==> src/rtl/bram_cmd_sequencer.sv <==
// rtl/bram_cmd_sequencer.sv - decodes header/address/payload byte commands from the FIFO into BRAM bursts
module bram_cmd_sequencer #(
  parameter int DATA_WIDTH = 8,
  parameter int ADDR_WIDTH = 8,
  parameter int CNT_WIDTH  = 16
) (
  input  logic                  clk_mem,
  input  logic                  reset,
  input  logic                  fifo_empty,
  input  logic [DATA_WIDTH-1:0] fifo_data,
  output logic                  fifo_r_en,
  output logic                  bram_en,
  output logic                  bram_we,
  output logic [ADDR_WIDTH-1:0] bram_addr,
  output logic [DATA_WIDTH-1:0] bram_wdata,
  input  logic [DATA_WIDTH-1:0] bram_rdata,
  output logic [DATA_WIDTH-1:0] rd_data,
  output logic                  rd_valid,
  input  logic                  rd_ready,
  output logic                  busy,
  output logic [CNT_WIDTH-1:0]  wr_count,
  output logic [CNT_WIDTH-1:0]  rd_count,
  output logic [CNT_WIDTH-1:0]  err_count
);

  typedef enum logic [3:0] {
    IDLE, HDR, ADDR_POP, ADDR, DATA_POP, DATA, BWRITE, BREAD, BWAIT, RESP
  } state_t;

  state_t                r_state, w_state_next;
  logic                  r_is_write;
  logic [5:0]            r_beats;
  logic [ADDR_WIDTH-1:0] r_addr;
  logic [DATA_WIDTH-1:0] r_wdata;
  logic [DATA_WIDTH-1:0] r_rd_data;
  logic [CNT_WIDTH-1:0]  r_wr_count, r_rd_count, r_err_count;
  logic                  w_hdr_legal;
  logic                  w_more_beats;

  // Only 10 (write) and 01 (read) opcodes are legal.
  assign w_hdr_legal  = fifo_data[7] ^ fifo_data[6];
  assign w_more_beats = (r_beats != 6'd0);

  assign bram_addr  = r_addr;
  assign bram_wdata = r_wdata;
  assign rd_data    = r_rd_data;
  assign wr_count   = r_wr_count;
  assign rd_count   = r_rd_count;
  assign err_count  = r_err_count;

  always_ff @(posedge clk_mem or posedge reset) begin
    if (reset) r_state <= IDLE;
    else       r_state <= w_state_next;
  end

  always_comb begin
    w_state_next = r_state;
    fifo_r_en    = 1'b0;
    bram_en      = 1'b0;
    bram_we      = 1'b0;
    rd_valid     = 1'b0;
    busy         = (r_state != IDLE);
    case (r_state)
      IDLE: begin
        if (!fifo_empty) begin
          fifo_r_en    = 1'b1;
          w_state_next = HDR;
        end
      end
      HDR:      w_state_next = w_hdr_legal ? ADDR_POP : IDLE;
      ADDR_POP: begin
        if (!fifo_empty) begin
          fifo_r_en    = 1'b1;
          w_state_next = ADDR;
        end
      end
      ADDR:     w_state_next = r_is_write ? DATA_POP : BREAD;
      DATA_POP: begin
        if (!fifo_empty) begin
          fifo_r_en    = 1'b1;
          w_state_next = DATA;
        end
      end
      DATA:     w_state_next = BWRITE;
      BWRITE: begin
        bram_en      = 1'b1;
        bram_we      = 1'b1;
        w_state_next = w_more_beats ? DATA_POP : IDLE;
      end
      BREAD: begin
        bram_en      = 1'b1;
        w_state_next = BWAIT;
      end
      BWAIT:    w_state_next = RESP;
      RESP: begin
        rd_valid = 1'b1;
        if (rd_ready) w_state_next = w_more_beats ? BREAD : IDLE;
      end
      default:  w_state_next = IDLE;
    endcase
  end

  always_ff @(posedge clk_mem or posedge reset) begin
    if (reset) begin
      r_is_write  <= 1'b0;
      r_beats     <= 6'd0;
      r_addr      <= '0;
      r_wdata     <= '0;
      r_rd_data   <= '0;
      r_wr_count  <= '0;
      r_rd_count  <= '0;
      r_err_count <= '0;
    end else begin
      case (r_state)
        HDR: begin
          if (w_hdr_legal) begin
            r_is_write <= fifo_data[7];
            r_beats    <= fifo_data[5:0];
          end else if (r_err_count != '1) begin
            r_err_count <= r_err_count + 1'b1;
          end
        end
        ADDR:  r_addr  <= ADDR_WIDTH'(fifo_data);
        DATA:  r_wdata <= fifo_data;
        BWRITE: begin
          if (r_wr_count != '1) r_wr_count <= r_wr_count + 1'b1;
          if (w_more_beats) begin
            r_addr  <= r_addr + 1'b1;
            r_beats <= r_beats - 1'b1;
          end
        end
        BWAIT: r_rd_data <= bram_rdata;
        // rd_data stays frozen in RESP until the consumer takes it.
        RESP: begin
          if (rd_ready) begin
            if (r_rd_count != '1) r_rd_count <= r_rd_count + 1'b1;
            if (w_more_beats) begin
              r_addr  <= r_addr + 1'b1;
              r_beats <= r_beats - 1'b1;
            end
          end
        end
        default: ;
      endcase
    end
  end

endmodule

==> config.mk <==
export PLATFORM = sky130hd
export DESIGN_NAME = bram_cmd_sequencer
export DESIGN_NICKNAME = d
export VERILOG_FILES = /design/src/rtl/bram_cmd_sequencer.sv
export SDC_FILE = /design/constraint.sdc
export NUM_CORES = 1
export LEC_CHECK = 0
export CORE_ASPECT_RATIO = 1.4
export CORE_MARGIN = 2
export CORE_UTILIZATION = 27
export DETAILED_ROUTE_END_ITERATION = 8
export PLACE_DENSITY_LB_ADDON = 0.1
export SKIP_LAST_GASP = 1
export SLEW_MARGIN = 20
export SYNTH_ARGS = -nofsm -noshare
export SYNTH_HDL_FRONTEND = slang
export SYNTH_SLANG_ARGS = --single-unit
==> constraint.sdc <==
create_clock -name clk_mem -period 5.1 [get_ports clk_mem]
set_input_delay 1.02 -clock clk_mem [delete_from_list [all_inputs] [get_ports clk_mem]]
set_output_delay 1.02 -clock clk_mem [all_outputs]
set_load 0.1 [all_outputs]
==> results.py, run 1 <==
metrics = {
    "run_status": {
        "run_status": "complete, no violations",
    },
    "setup_path": {
        "cp_slowest_cell": "clkdlybuf4s50_1",
        "path_cells": "nand4bb_1 -> buf_4 -> clkinv_1 -> buf_4 -> clkdlybuf4s50_1",
        "r2r_start": "r_state[2]$_DFFE_PP0P_",
        "cp-start-kind": "register",
        "worst-path-buf-inv": 4,
        "worstSetupEndpointType": "output pin",
        "path_class": "register to output pin",
        "arrival_ns": 2.87,
        "path_max_fanout": 19,
        "slowest_delay_ns": 1.18,
        "critPathLaunch": "r_state[2]$_DFFE_PP0P_",
        "critPathTopFamily": "buffers and inverters",
        "cpMostUsedCell": "buf_4",
        "crit_required_ns": 4.08,
    },
    "floorplan": {
        "fp.dieH_um": 154.9,
        "ios": 97,
        "start_util_pct": 27.41,
        "core_area_um2": 16030,
        "die_area_um2": 17330,
        "die_w_um": 111.8,
        "rows": 55,
    },
    "sta": {
        "tns_ns": 0,
        "hold_ws_ns": 0.4847,
        "finalCritPeriodShare_pct": 76.35,
        "worst-slew-pin-transition_ns": 1.090,
        "setup_violations": 0,
        "drv_slew": 0,
        "slew_headroom_pct": 26.20,
        "min_period_ns": 3.894,
        "hold_viol": 0,
        "fmax_mhz": 256.8,
        "grt_setup_unrepaired": "no",
        "fin_skew_ns": 0.01039,
    },
    "clocking": {
        "clk_latency_ns": 0.34,
        "cts.clk_slew.worst_paths_ns": 0.07,
        "cts_setup_buffers": 0,
        "clock_path_buffers": 2,
        "clock-sinks": 83,
        "numCtsBuffers": 9,
        "cts_htree_levels": 3,
        "cts_resized": 0,
        "cts_tree": "built",
        "cts_hold_buf": 0,
        "cts-root-buf": "clkbuf_16",
    },
    "finish": {
        "final_common_cell": "clkdlybuf4s50_1",
        "fillCellCount": 1608,
        "stdcell_area_um2": 5837,
        "drive_gt1_share_pct": 10.02,
        "final_cell_count_no_fill": 728,
        "area_delta_synth_final_pct": 32.83,
        "final_cell_mix": "clkdlybuf4s50_1 (94), dfrtp_1 (83), xor2_1 (31)",
        "antenna_cells": 0,
        "fin_nets": 550,
    },
    "grt": {
        "top_usage_layer": "met2",
        "use_met3_pct": 3.701,
        "overflow": 0,
        "grt_usage_pct": 14.67,
        "grt_pass1_wl_mm": 20.69,
        "antenna_found_initial": 0,
        "use_met2_pct": 24.56,
        "grt_pass1_vias": 3846,
        "grt_start_max_net_pins": 61,
        "met1_usage_pct": 18.62,
    },
    "placement": {
        "dp_cells": 713,
        "place_area_um2": 5568,
        "io_buffers": 96,
        "dpl.hpwl_mm": 8.877,
        "gp_congestion": 0.8301,
    },
    "pwr": {
        "p_clk_share_pct": 15.9,
        "internal-power_mw": 1.765,
        "seq_power_share_pct": 27.9,
        "power_switching_mw": 2.046,
        "swShare_pct": 53.68,
        "p_per_area_nw_per_um2": 653.0,
        "p_comb_share_pct": 56.2,
        "power.leakage_nw": 2.424,
        "ir_drop_mv": 0.4362,
    },
    "drt": {
        "ant_nets": 0,
        "first_pass_iters": 4,
        "dr.first_iter.drc_count": 245,
        "via_per_inst": 5.225,
        "vias": 3804,
        "wire_per_inst_um": 16.89,
        "wl_mm": 12.30,
        "drc": 0,
    },
    "synthesis": {
        "ys_types": 64,
        "ys_ff_latch": 83,
        "syn_area_per_cell_um2": 10.22,
        "synth_edf_count": 0,
        "synthCells": 430,
        "synth_nets": 455,
        "synth_area_um2": 4394,
        "async_reset_ff_share_pct": 100.0,
        "yosys_most_used_dff": "dfrtp_1",
        "yosys_warnings": 0,
        "synth_seq_area_share_pct": 47.27,
    },
    "worst_hold_path": {
        "min_from": "rd_count[8]$_DFFE_PP0P_",
        "min_path_type": "register to register",
    },
    "run": {
        "cap_violations": 0,
    },
}
-- metal layers --
layer,up-vias,wire length (µm)
li1,1816,-
met1,1872,5399
met2,106,6023
met3,10,714
met4,0,160
met5,-,0
-- cell type report --
type | instances | area [µm²] | area share, %
Sequential cell | 83 | 2077 | 35.58
Clock buffer | 10 | 239.0 | 4.094
Timing Repair Buffer | 100 | 985.9 | 16.89
Clock inverter | 5 | 30.03 | 0.5145
Inverter | 14 | 57.56 | 0.9861
Multi-Input combinational cell | 317 | 2198 | 37.66
Tap cell | 199 | 249.0 | 4.266
-- synth_stat cells (all sizes together) (4+ instances only) --
cell type | count | area [µm²]
o22a | 5 | 43.79
and3 | 7 | 43.79
mux2 | 20 | 225.2
a2111oi | 4 | 35.03
o22ai | 7 | 43.79
nor2b | 4 | 25.02
dfrtp | 83 | 2077
a31oi | 8 | 50.05
o31ai | 4 | 30.03
xnor2 | 10 | 87.58
a211oi | 9 | 72.57
o21ai | 7 | 35.03
nor4b | 4 | 47.55
buf | 6 | 33.78
nand3 | 20 | 100.1
nand4 | 16 | 100.1
inv | 13 | 48.80
a22oi | 5 | 37.54
clkbuf | 10 | 38.78
ha | 5 | 62.56
nor2 | 22 | 82.58
nor4 | 12 | 75.07
xor2 | 31 | 271.5
a21oi | 20 | 100.1
nand2 | 30 | 112.6
nor3 | 17 | 85.08
-- path summary, 6_finish.rpt --
check                                                end  slack, ns  cells past startpoint
worst max-delay path                            rd_valid       1.21                      5
worst min-delay path             rd_count[8]$_DFFE_PP0P_       0.48                      1
worst max register to register    r_beats[1]$_DFFE_PP0P_       2.26                      6
worst min register to register   rd_count[8]$_DFFE_PP0P_       0.48                      1
max in group asynchronous        rd_count[0]$_DFFE_PP0P_       3.26                      3
min in group asynchronous       wr_count[13]$_DFFE_PP0P_       1.11                      2
-- state kept, by name, indices dropped and copies added (netlist names) --
name        count
bram_wdata      8
rd_count       16
r_beats         6
err_count      16
rd_data         8
wr_count       16
r_is_write      1
r_state         4
bram_addr       8
-- through the flow --
| step | utilization [%] | power (mW) | setup slack [ns] |
|---|---|---|---|
| global placement | 34.66 | 3.218 | 1.620 |
| global route | 36.40 | 4.021 | 1.101 |
| detailed placement | 34.72 | 3.221 | 1.579 |
| floorplan | - | 2.703 | 0.9968 |
| CTS | 36.40 | 3.853 | 1.201 |
| finish | 36.40 | 3.811 | 1.206 |
-- power groups by stage --
stage | Combinational [mW] | Clock [mW] | Sequential, mW
after floorplan | 0.745 | 0 | 1.96
after global placement | 2.15 | 0 | 1.06
after detailed placement | 2.15 | 0 | 1.07
after CTS | 2.16 | 0.630 | 1.06
after global routing | 2.26 | 0.660 | 1.10
final | 2.14 | 0.604 | 1.07
-- cells by family (layout without fill, tap and decap cells) --
logic type,count (synthesis),count (layout),share of synthesized area [%]
AOI/OAI and AO/OA,94,94,15.21
adders and majority gates,5,5,1.424
muxes,21,21,5.353
buffers and inverters,30,129,2.847
xor gates and xnor gates,41,41,8.172
DFF,83,83,47.27
and+or+nand+nor,156,156,19.73
Power figures use the tool's default switching activity.
==> inputs of run 2 (changes only) <==
Clock period 5.1 ns to 3.6 ns, I/O delays scaled along.
==> run 2 against run 1 <==
Cell count increased by 0.55%; critical path depth fell by 1; clock skew down 0.0028 ns; core utilization rose by 0.28 points; clock power rose by 53%; global-route usage down 0.41 points.
==> results.py, run 2 (same netlist as run 1, synthesis figures left out) <==
metrics = {
    "placement": {
        "io_buffers": 96,
        "gp_congestion": 0.7929,
        "dp_cells": 716,
        "dpl.hpwl_mm": 8.694,
    },
    "grt": {
        "antenna_found_initial": 0,
        "use_met2_pct": 23.43,
        "grt_pass1_wl_mm": 20.08,
        "overflow": 0,
        "grt_start_max_net_pins": 46,
        "met1_usage_pct": 18.43,
        "top_usage_layer": "met2",
        "grt_pass1_vias": 3823,
        "use_met3_pct": 4.012,
        "grt_usage_pct": 14.26,
    },
    "drt": {
        "via_per_inst": 5.139,
        "drc": 0,
        "wire_per_inst_um": 16.46,
        "ant_nets": 0,
        "wl_mm": 12.05,
        "first_pass_iters": 5,
        "dr.first_iter.drc_count": 193,
        "vias": 3762,
    },
    "finish": {
        "antenna_cells": 0,
        "drive_gt1_share_pct": 11.63,
        "final_cell_count_no_fill": 732,
        "final_common_cell": "clkdlybuf4s50_1",
        "fin_nets": 553,
        "seq_area_um2": 2077,
        "area_delta_synth_final_pct": 33.86,
        "fin_util_pct": 36.68,
        "fillCellCount": 1660,
        "multi_input_area_um2": 2192,
        "final_cell_mix": "clkdlybuf4s50_1 (86), dfrtp_1 (83), xor2_1 (31)",
    },
    "clocking": {
        "clock-sinks": 83,
        "clk_latency_ns": 0.34,
        "cts_setup_buffers": 0,
        "numCtsBuffers": 9,
        "cts_htree_levels": 3,
        "cts_tree": "built",
        "cts-root-buf": "clkbuf_16",
        "cts_hold_buf": 0,
        "clock_path_buffers": 2,
        "cts.clk_slew.worst_paths_ns": 0.06,
        "cts_resized": 0,
    },
    "floorplan": {
        "rows": 55,
        "die_w_um": 111.8,
        "core_area_um2": 16030,
        "ios": 97,
        "fp.dieH_um": 154.9,
        "die_area_um2": 17330,
        "start_util_pct": 27.41,
    },
    "setup_path": {
        "path_class": "register to output pin",
        "cp-start-kind": "register",
        "arrival_ns": 2.17,
        "path_max_fanout": 19,
        "worstSetupEndpointType": "output pin",
        "regToRegSetupSlack_ns": 0.98,
        "crit_required_ns": 2.88,
    },
    "worst_hold_path": {
        "min_path_type": "register to register",
    },
    "sta": {
        "fmax_mhz": 346.3,
        "fin_skew_ns": 0.007560,
        "drv_slew": 0,
        "setup_violations": 0,
        "slew_headroom_pct": 32.69,
        "tns_ns": 0,
        "worst-slew-pin-transition_ns": 1.007,
        "grt_setup_unrepaired": "no",
        "hold_viol": 0,
        "min_period_ns": 2.888,
        "finalCritPeriodShare_pct": 80.21,
    },
    "run": {
        "cap_violations": 0,
    },
    "run_status": {
        "run_status": "complete, no violations",
    },
    "pwr": {
        "p_per_area_nw_per_um2": 931.6,
        "power.leakage_nw": 2.465,
        "ir_drop_mv": 0.7014,
    },
}
-- run 2: power breakdown --
group          switching, mW  internal [mW]
registers              0.318           1.19
logic                   2.20          0.847
clock network          0.371          0.556
-- run 2: layer usage --
layer / up-vias / share of wire [%]
li1: 1821 / -
met1: 1833 / 46
met2: 100 / 48
met3: 8 / 5.2
met4: 0 / 1.0
met5: - / 0
-- run 2: path summary, 6_finish.rpt --
path | cells past startpoint | from | to
worst min-delay path | 1 | rd_count[8]$_DFFE_PP0P_ | rd_count[8]$_DFFE_PP0P_
worst min register to register | 1 | rd_count[8]$_DFFE_PP0P_ | rd_count[8]$_DFFE_PP0P_
worst max register to register | 6 | r_state[2]$_DFFE_PP0P_ | r_beats[1]$_DFFE_PP0P_
min in group asynchronous | 2 | reset | err_count[1]$_DFFE_PP0P_
max in group asynchronous | 3 | reset | r_is_write$_DFFE_PP0P_
worst max-delay path | 4 | r_state[2]$_DFFE_PP0P_ | bram_we
-- run 2: through the flow --
stage	area, µm²	hold slack (ns)	setup WS (ns)	power [mW]
final	5882	0.4969	0.7123	5.480
after global routing	5882	0.5182	0.5883	5.769
after CTS	5882	0.5047	0.6794	5.539
after detailed placement	5585	0.4837	0.7481	4.580
after global placement	5585	0.4850	0.7940	4.569
after floorplan	4394	0.4882	0.09683	3.829
-- run 2: final cells by class --
cell class,instances,area share (%)
multi-input cells,317,37.27
flip-flops and latches,83,35.31
repair buffers,103,17.23
well taps,199,4.233
clock buffers,12,4.191
inverters,14,0.9147
clock inverters,4,0.8509
-- run 2: worst max-delay path, stage by stage, from the launching register on --
cell       delay [ns]
dfrtp_1          0.73
nand4bb_1        0.18
buf_4            0.23
inv_1            0.44
buf_12           0.25
==> inputs of run 3 (changes only) <==
Clock period 3.6 ns to 2.6 ns, I/O delays scaled along.
==> run 3 against run 2 <==
Largest power group unchanged; via count increased by 2.4%; global-route usage rose by 0.45 points; critical endpoint unchanged; critical path type unchanged; routed wire length increased by 1.2%; sequential share of layout area down 0.20 points; cell area is 0.68% higher; die area did not move; clock power grew 39%; worst setup slack got worse by 0.51 ns; combinational power increased by 44%; register-to-register slack got worse by 0.74 ns; non-clock buffer count is 20 higher.
==> results.py, run 3 (same netlist as run 1, synthesis figures left out) <==
metrics = {
    "clocking": {
        "clock_path_buffers": 2,
        "cts-root-buf": "clkbuf_16",
        "clock-sinks": 83,
        "cts_hold_buf": 0,
        "clk_latency_ns": 0.34,
        "cts_tree": "built",
        "numCtsBuffers": 9,
        "cts_setup_buffers": 0,
        "cts.clk_slew.worst_paths_ns": 0.06,
        "cts_htree_levels": 3,
        "cts_resized": 0,
    },
    "drt": {
        "vias": 3852,
        "via_per_inst": 5.122,
        "wl_mm": 12.20,
        "ant_nets": 0,
        "first_pass_iters": 4,
        "drc": 0,
        "wire_per_inst_um": 16.22,
        "dr.first_iter.drc_count": 159,
    },
    "setup_path": {
        "cp-start-kind": "register",
        "path_cells": "buf_4 -> nand4bb_1 -> inv_1 -> buf_4 -> buf_12",
        "path_max_fanout": 17,
        "crit_required_ns": 2.08,
        "rr_endpoint": "bram_addr[6]$_DFFE_PP0P_",
        "r2r_start": "r_beats[0]$_DFFE_PP0P_",
        "ff2ff_path_depth": 6,
        "cp_slowest_cell": "dfrtp_1",
        "worst-path-buf-inv": 4,
        "worstSetupEndpointType": "output pin",
        "slowest_delay_ns": 0.37,
        "arrival_ns": 1.88,
        "cpMostUsedCell": "buf_4",
        "regToRegSetupSlack_ns": 0.24,
        "critPathTopFamily": "buffers and inverters",
        "path_class": "register to output pin",
    },
    "grt": {
        "grt_start_max_net_pins": 29,
        "overflow": 0,
        "grt_usage_pct": 14.71,
        "grt_pass1_wl_mm": 20.56,
        "antenna_found_initial": 0,
        "grt_pass1_vias": 3910,
    },
    "floorplan": {
        "start_util_pct": 27.41,
        "ios": 97,
        "die_area_um2": 17330,
        "fp.dieH_um": 154.9,
        "core_area_um2": 16030,
        "rows": 55,
        "die_w_um": 111.8,
    },
    "finish": {
        "fin_nets": 573,
        "fillCellCount": 1627,
        "drive_gt1_share_pct": 27.67,
        "stdcell_area_um2": 5922,
        "final_common_cell": "buf_4",
        "area_delta_synth_final_pct": 34.77,
        "antenna_cells": 0,
        "fin_util_pct": 36.93,
        "final_cell_mix": "buf_4 (98), dfrtp_1 (81), xor2_1 (31)",
    },
    "pwr": {
        "p_total_mw": 7.671,
        "p_per_area_nw_per_um2": 1295,
        "ir_drop_mv": 0.8429,
        "power.leakage_nw": 2.681,
    },
    "sta": {
        "hold_viol": 0,
        "finalCritPeriodShare_pct": 92.30,
        "setup_violations": 0,
        "slew_headroom_pct": 60.38,
        "grt_setup_unrepaired": "no",
        "worst-slew-pin-transition_ns": 0.5793,
        "fin_skew_ns": 0.008285,
        "setup_ws_ns": 0.2001,
        "drv_slew": 0,
        "fmax_mhz": 416.7,
        "min_period_ns": 2.400,
    },
    "placement": {
        "pre_cts_slack_ns": 0.1004,
        "io_buffers": 96,
        "dpl.hpwl_mm": 9.112,
        "place_area_um2": 5628,
        "gp_congestion": 0.7660,
    },
    "worst_hold_path": {
        "hold_end": "rd_count[8]$_DFFE_PP0P_",
        "min_path_cells": 1,
        "min_path_type": "register to register",
        "min_from": "rd_count[8]$_DFFE_PP0P_",
    },
    "run_status": {
        "run_status": "complete, no violations",
    },
    "run": {
        "cap_violations": 0,
    },
}
[run 3: cell count changes in the layout (fill, tap and decap cells not counted), sizes merged]
| cell | change |
|---|---|
| buf | +87 |
| clkinv | +1 |
| clkdlybuf4s50 | -67 |
| clkbuf | -2 |
| inv | +1 |
[run 3: cell type report]
type / count / area (µm²) / share of cell area [%]
Clock buffer: 10 / 229.0 / 3.866
Clock inverter: 6 / 65.06 / 1.099
Inverter: 14 / 56.30 / 0.9508
Multi-Input combinational cell: 317 / 2197 / 37.10
Sequential cell: 83 / 2079 / 35.12
Tap cell: 199 / 249.0 / 4.205
Timing Repair Buffer: 123 / 1046 / 17.66
[run 3: routing by layer]
metal  part of all wire, %  wire length (µm)  up-vias  global-route usage [%]
met2                    50              6106       87                   24.65
li1                      -                 -     1870                       -
met5                     0                 0        -                       0
met3                   4.3               530       11                   3.078
met4                   1.5               183        0                   5.644
met1                    44              5375     1884                   18.63
[run 3: per-stage QoR]
step           setup TNS [ns]  hold slack [ns]  cells
4_1_cts                     0           0.4993    752
3_5_place_dp                0           0.4860    736
5_1_grt                     0           0.5040    752
2_1_floorplan        -0.01860           0.4882    430
6_report                    0           0.4983    752
3_3_place_gp                0           0.4867    736
[run 3: worst max-delay path by stage]
stage	start	cells after the start	endpoint
floorplan	wr_count[2]$_DFFE_PP0P_	4	wr_count[1]$_DFFE_PP0P_
global placement	fifo_data[7]	5	err_count[8]$_DFFE_PP0P_
detailed placement	fifo_data[7]	5	err_count[8]$_DFFE_PP0P_
CTS	r_state[0]$_DFFE_PP0P_	5	bram_we
global route	r_beats[0]$_DFFE_PP0P_	6	bram_addr[7]$_DFFE_PP0P_
finish	r_state[0]$_DFFE_PP0P_	5	bram_we
[run 3: power by group]
part           leakage (nW)  switching (mW)  internal, mW
registers              1.06           0.335          1.65
logic                  1.48            3.18          1.22
clock network         0.143           0.545         0.747
==> variant 1, RTL diff (config.mk and constraints of run 2) <==
The 10 states of `state_t` get a one-hot encoding in 10 bits.
--- a/src/rtl/bram_cmd_sequencer.sv
+++ b/src/rtl/bram_cmd_sequencer.sv
@@ -23,8 +23,8 @@
   output logic [CNT_WIDTH-1:0]  err_count
 );
 
-  typedef enum logic [3:0] {
-    IDLE, HDR, ADDR_POP, ADDR, DATA_POP, DATA, BWRITE, BREAD, BWAIT, RESP
+  typedef enum logic [9:0] {
+    IDLE = 10'b0000000001, HDR = 10'b0000000010, ADDR_POP = 10'b0000000100, ADDR = 10'b0000001000, DATA_POP = 10'b0000010000, DATA = 10'b0000100000, BWRITE = 10'b0001000000, BREAD = 10'b0010000000, BWAIT = 10'b0100000000, RESP = 10'b1000000000
   } state_t;
 
   state_t                r_state, w_state_next;
Function: no difference found for any inputs over 10 cycles, from zero or initial values and one cycle with reset high; not proved beyond that.
==> variant 1 against run 2 <==
- routed wire length is 4.4% lower
- first-iteration DRC count decreased by 36%
- non-clock buffer count fell by 4
- clock skew grew 0.0042 ns
- synthesized area up 3.2%
- design area grew 2.4%
- count of clock-buffer cells in the layout fell by 3
- sequential share of layout area rose by 1.7 points
- sequential cell count up 6
- setup slack worse by 0.22 ns
- critical endpoint is now fifo_r_en
Power is not compared: it rests on default switching activity, and its combinational part moved more than twofold at a synthesized area within 25%.
==> variant 1: results (changes against run 2) <==
Outcome
  – Outcome: completed

Detailed routing
  – Routed wire length: 11500 µm (-4.4%)
  – Starting DRT DRC Count: 123 (-36%)
  – Met1 WL: 5090 µm (-7.7%)
  – Metal2 WL: 5830 µm (+0.66%)
  – Routed length on met3: 414 µm (-34%)
  – WL/cell: 15.6 µm (-5.0%)

Timing
  – Rel. slew slack: 34.4% (+1.7 points)
  – Max Clock Skew: 0.0118 ns (+0.00424 ns)

Synthesis
  – Largest cells by area after synthesis: dfrtp_1, xnor2_1, mux2_2
  – Post-synthesis mux area share: 4.94% (-0.42 points)
  – Sequential area share after synthesis: 49.1% (+1.9 points)
  – Syn Inst Count: 432 (+0.47%)
  – Unique masters post-synth: 56 (-13%)
  – Synth Area in Adders: 1.66% (+0.23 points)
  – Xor/xnor share of the synthesized area: 9.27% (+1.1 points)
  – Syn_nets: 458 (+0.66%)
  – Synth Area in Compound Gates: 9.05% (-6.2 points)
  – Commonest cells in the netlist: dfrtp_1, xnor2_1, nor2_1

Global routing
  – Met1 Usage GRT: 16.4% (-2.0 points)
  – Met2 Use GR: 23.0% (-0.39 points)
  – Number of global-route vias before repair: 3711 (-2.9%)
  – Largest net degree at the start of global routing: 58 (+26%)
  – Met3 usage: 2.85% (-1.2 points)
  – First-pass GRT wire length: 19000 µm (-5.3%)

Place
  – Final Wtd Congestion: 0.812 (+2.4%)
  – Post-Place Cells: 720 (+0.56%)
  – Placed inst area: 5700 µm² (+2.0%)
  – DP Wirelength: 8410 µm (-3.3%)
  – Pre-CTS setup slack: 0.836 ns (+0.0882 ns)

Critical path
  – Top delay family on crit path: simple AND/OR/NAND/NOR gates
  – Max Fanout on Critical Path: 9 (-10)
  – Slowest CP cell: or4_1

Final layout
  – Layout cells sized above 1: 10.9% (-0.75 points)
  – Fill count: 1676 (+0.96%)
  – Final nets: 554 (+0.18%)
## variant 1: changes by cell type after synthesis, sizes merged, moves of 6 or more
cell,delta
xnor2,+24
xor2,-17
nand4,+11
nor2,+11
a21oi,-7
nand3,+7
o22ai,-6
## variant 1: layout make-up
cell class	count	area [µm²]	share of cell area, %
clock buffers	9	225	3.74
clock inverters	7	101	1.68
inverters	16	61.3	1.02
multi-input cells	313	2170	36.0
flip-flops and latches	89	2230	37.0
well taps	203	254	4.22
repair buffers	99	981	16.3
## variant 1: path summary, 6_finish.rpt
check / from / end / depth (start not counted) / slack, ns
worst max-delay path: r_state[5] / fifo_r_en / 5 / 0.49
worst min-delay path: r_beats[4] / r_beats[4] / 1 / 0.48
worst max register to register: r_state[5] / bram_addr[3] / 5 / 0.92
worst min register to register: r_beats[4] / r_beats[4] / 1 / 0.48
max in group asynchronous: reset / r_state[0] / 3 / 2.08
min in group asynchronous: reset / wr_count[2] / 2 / 0.76
==> variant 2, RTL diff (config.mk and constraints of run 2) <==
Made on the original files. `CNT_WIDTH`: 16 -> 18.
--- a/src/rtl/bram_cmd_sequencer.sv
+++ b/src/rtl/bram_cmd_sequencer.sv
@@ -2,7 +2,7 @@
 module bram_cmd_sequencer #(
   parameter int DATA_WIDTH = 8,
   parameter int ADDR_WIDTH = 8,
-  parameter int CNT_WIDTH  = 16
+  parameter int CNT_WIDTH  = 18
 ) (
   input  logic                  clk_mem,
   input  logic                  reset,
Ports: changed (resized err_count, rd_count and wr_count); port bits go from 97 to 103. The function was not compared with the original's and may differ.
==> variant 2 against run 2 <==
- the run now ends with design-rule violations left
- sequential cell count is 6 higher
- total power shrank 2.6%
- synthesized area grew 2.3%
- routed wire length fell by 5.8%
- design area up 2.0%
- final cell count is 1.1% higher
- count of clock-buffer cells in the layout unchanged
- setup slack better by 0.10 ns
- largest power group unchanged
==> variant 2: results (changes against run 2) <==
Outcome
  – Outcome: complete, but fails checks
  – Failing checks: design-rule violations

Timing
  – Hold Slack: 0.487 ns (-0.0100 ns)
  – Fmax: 0.359 GHz (+3.6%)
  – Max Clock Skew: 0.00670 ns (-0.000863 ns)
  – Rel. slew slack: 32.7% (+0.039 points)

Final layout
  – Final nets: 561 (+1.4%)
  – Fill count: 1624 (-2.2%)
  – Final cell count without fillers: 740 (+1.1%)
  – N_diodes: 0 (unchanged)
  – Layout cells sized above 1: 12.9% (+1.3 points)

Clock network
  – Resize count post-CTS: 0 (unchanged)
  – CTS Buf Count: 9 (unchanged)
  – Max Root-Sink Buffers: 2 (unchanged)
  – Worst skew pair latency: 0.35 ns

Synthesis
  – Async S/R FF share, synth: 100% (unchanged)
  – Commonest cells in the netlist: dfrtp_1, nand2_1, nor2_1
  – Xor/xnor share of the synthesized area: 9.35% (+1.2 points)
  – Unique masters post-synth: 55 (-14%)
  – Syn_nets: 458 (+0.66%)
  – Syn Inst Count: 433 (+0.70%)
  – Post-synthesis mux area share: 5.76% (+0.41 points)
  – Largest cells by area after synthesis: dfrtp_1, mux2_2, xnor2_1
  – Synth Area in Adders: 1.39% (-0.032 points)
  – Synth Area in Compound Gates: 9.52% (-5.7 points)
  – Sequential area share after synthesis: 49.5% (+2.3 points)

Critical path
  – FF-to-FF path depth: 5 (-1)
  – R2r setup slk: 1.16 ns (+0.18 ns)
  – Crit path to: rd_valid
  – Max Fanout on Critical Path: 13 (-6)
  – Critical Path Source: r_state[3]
  – RR Startpoint: r_state[1]

Global routing
  – First-pass GRT wire length: 18500 µm (-7.8%)
  – Largest net degree at the start of global routing: 53 (+15%)
  – Total GRT Usage: 13.2% (-1.0 points)
  – Initial antenna violation count: 0 (unchanged)
  – Number of global-route vias before repair: 3618 (-5.4%)

Place
  – Final Wtd Congestion: 0.768 (-3.1%)
  – Post-Place Cells: 724 (+1.1%)
  – Placed inst area: 5690 µm² (+1.9%)
  – Pre-CTS setup slack: 1.07 ns (+0.321 ns)
  – DP Wirelength: 8290 µm (-4.7%)
  – Port Buffers: 102 (+6.3%)

Power and ir drop
  – Clk. pwr: 0.970 mW (+4.6%)
  – Clock Power Share: 18.2% (+1.3 points)
  – Peak supply drop: 0.000859 V (+23%)
  – LEAKAGE: 2.55 nW (+3.6%)
  – Int Power: 2.55 mW (-1.4%)
  – Comb power frac: 52.7% (-2.9 points)

Detailed routing
  – Vias per Instance: 4.87 (-5.2%)
  – Antenna Violating Nets Remaining: 0 (unchanged)
  – DRT Pass-1 Iters: 6 (+1)
  – Drt drc: 9 (+9)
  – Starting DRT DRC Count: 141 (-27%)
  – Routed wire length: 11400 µm (-5.8%)

Hold path
  – Hold path endpoint: rd_count[7]
  – Worst Hold Launch: rd_count[7]
  – Hold path depth: 1 (unchanged)
variant 2: cell types whose count changed after synthesis, sizes merged, moves of 5 or more:
cell           run 2  this run
nand2             30        50
xnor2             10        25
nor2              22        34
clkbuf            10         2
xor2              31        23
nand3             20        27
dfrtp             83        89
a211oi             9         4
a22oi              5         0
nor4              12         7
variant 2: routing by layer:
layer	vias to the layer above	global-route usage [%]	part of all wire, %
li1	1759	-	-
met1	1750	15.3	42
met2	86	23.8	53
met3	10	2.44	4.0
met4	0	5.75	1.6
met5	-	0	0
variant 2: layout make-up:
class                      count  area, µm²  share of cell area [%]
sequential                    89       2230                    37.1
multi-input combinational    316       2140                    35.7
timing repair buffer         103       1010                    16.8
clock buffer                  12        256                    4.28
tap                          199        249                    4.15
inverter                      17       65.1                    1.08
clock inverter                 4       51.3                   0.855
variant 2: worst max-delay path: stages (launching register included):
cell and delay (ns):
dfrtp_1 0.65, nand4bb_1 0.42, inv_2 0.31, buf_4 0.34
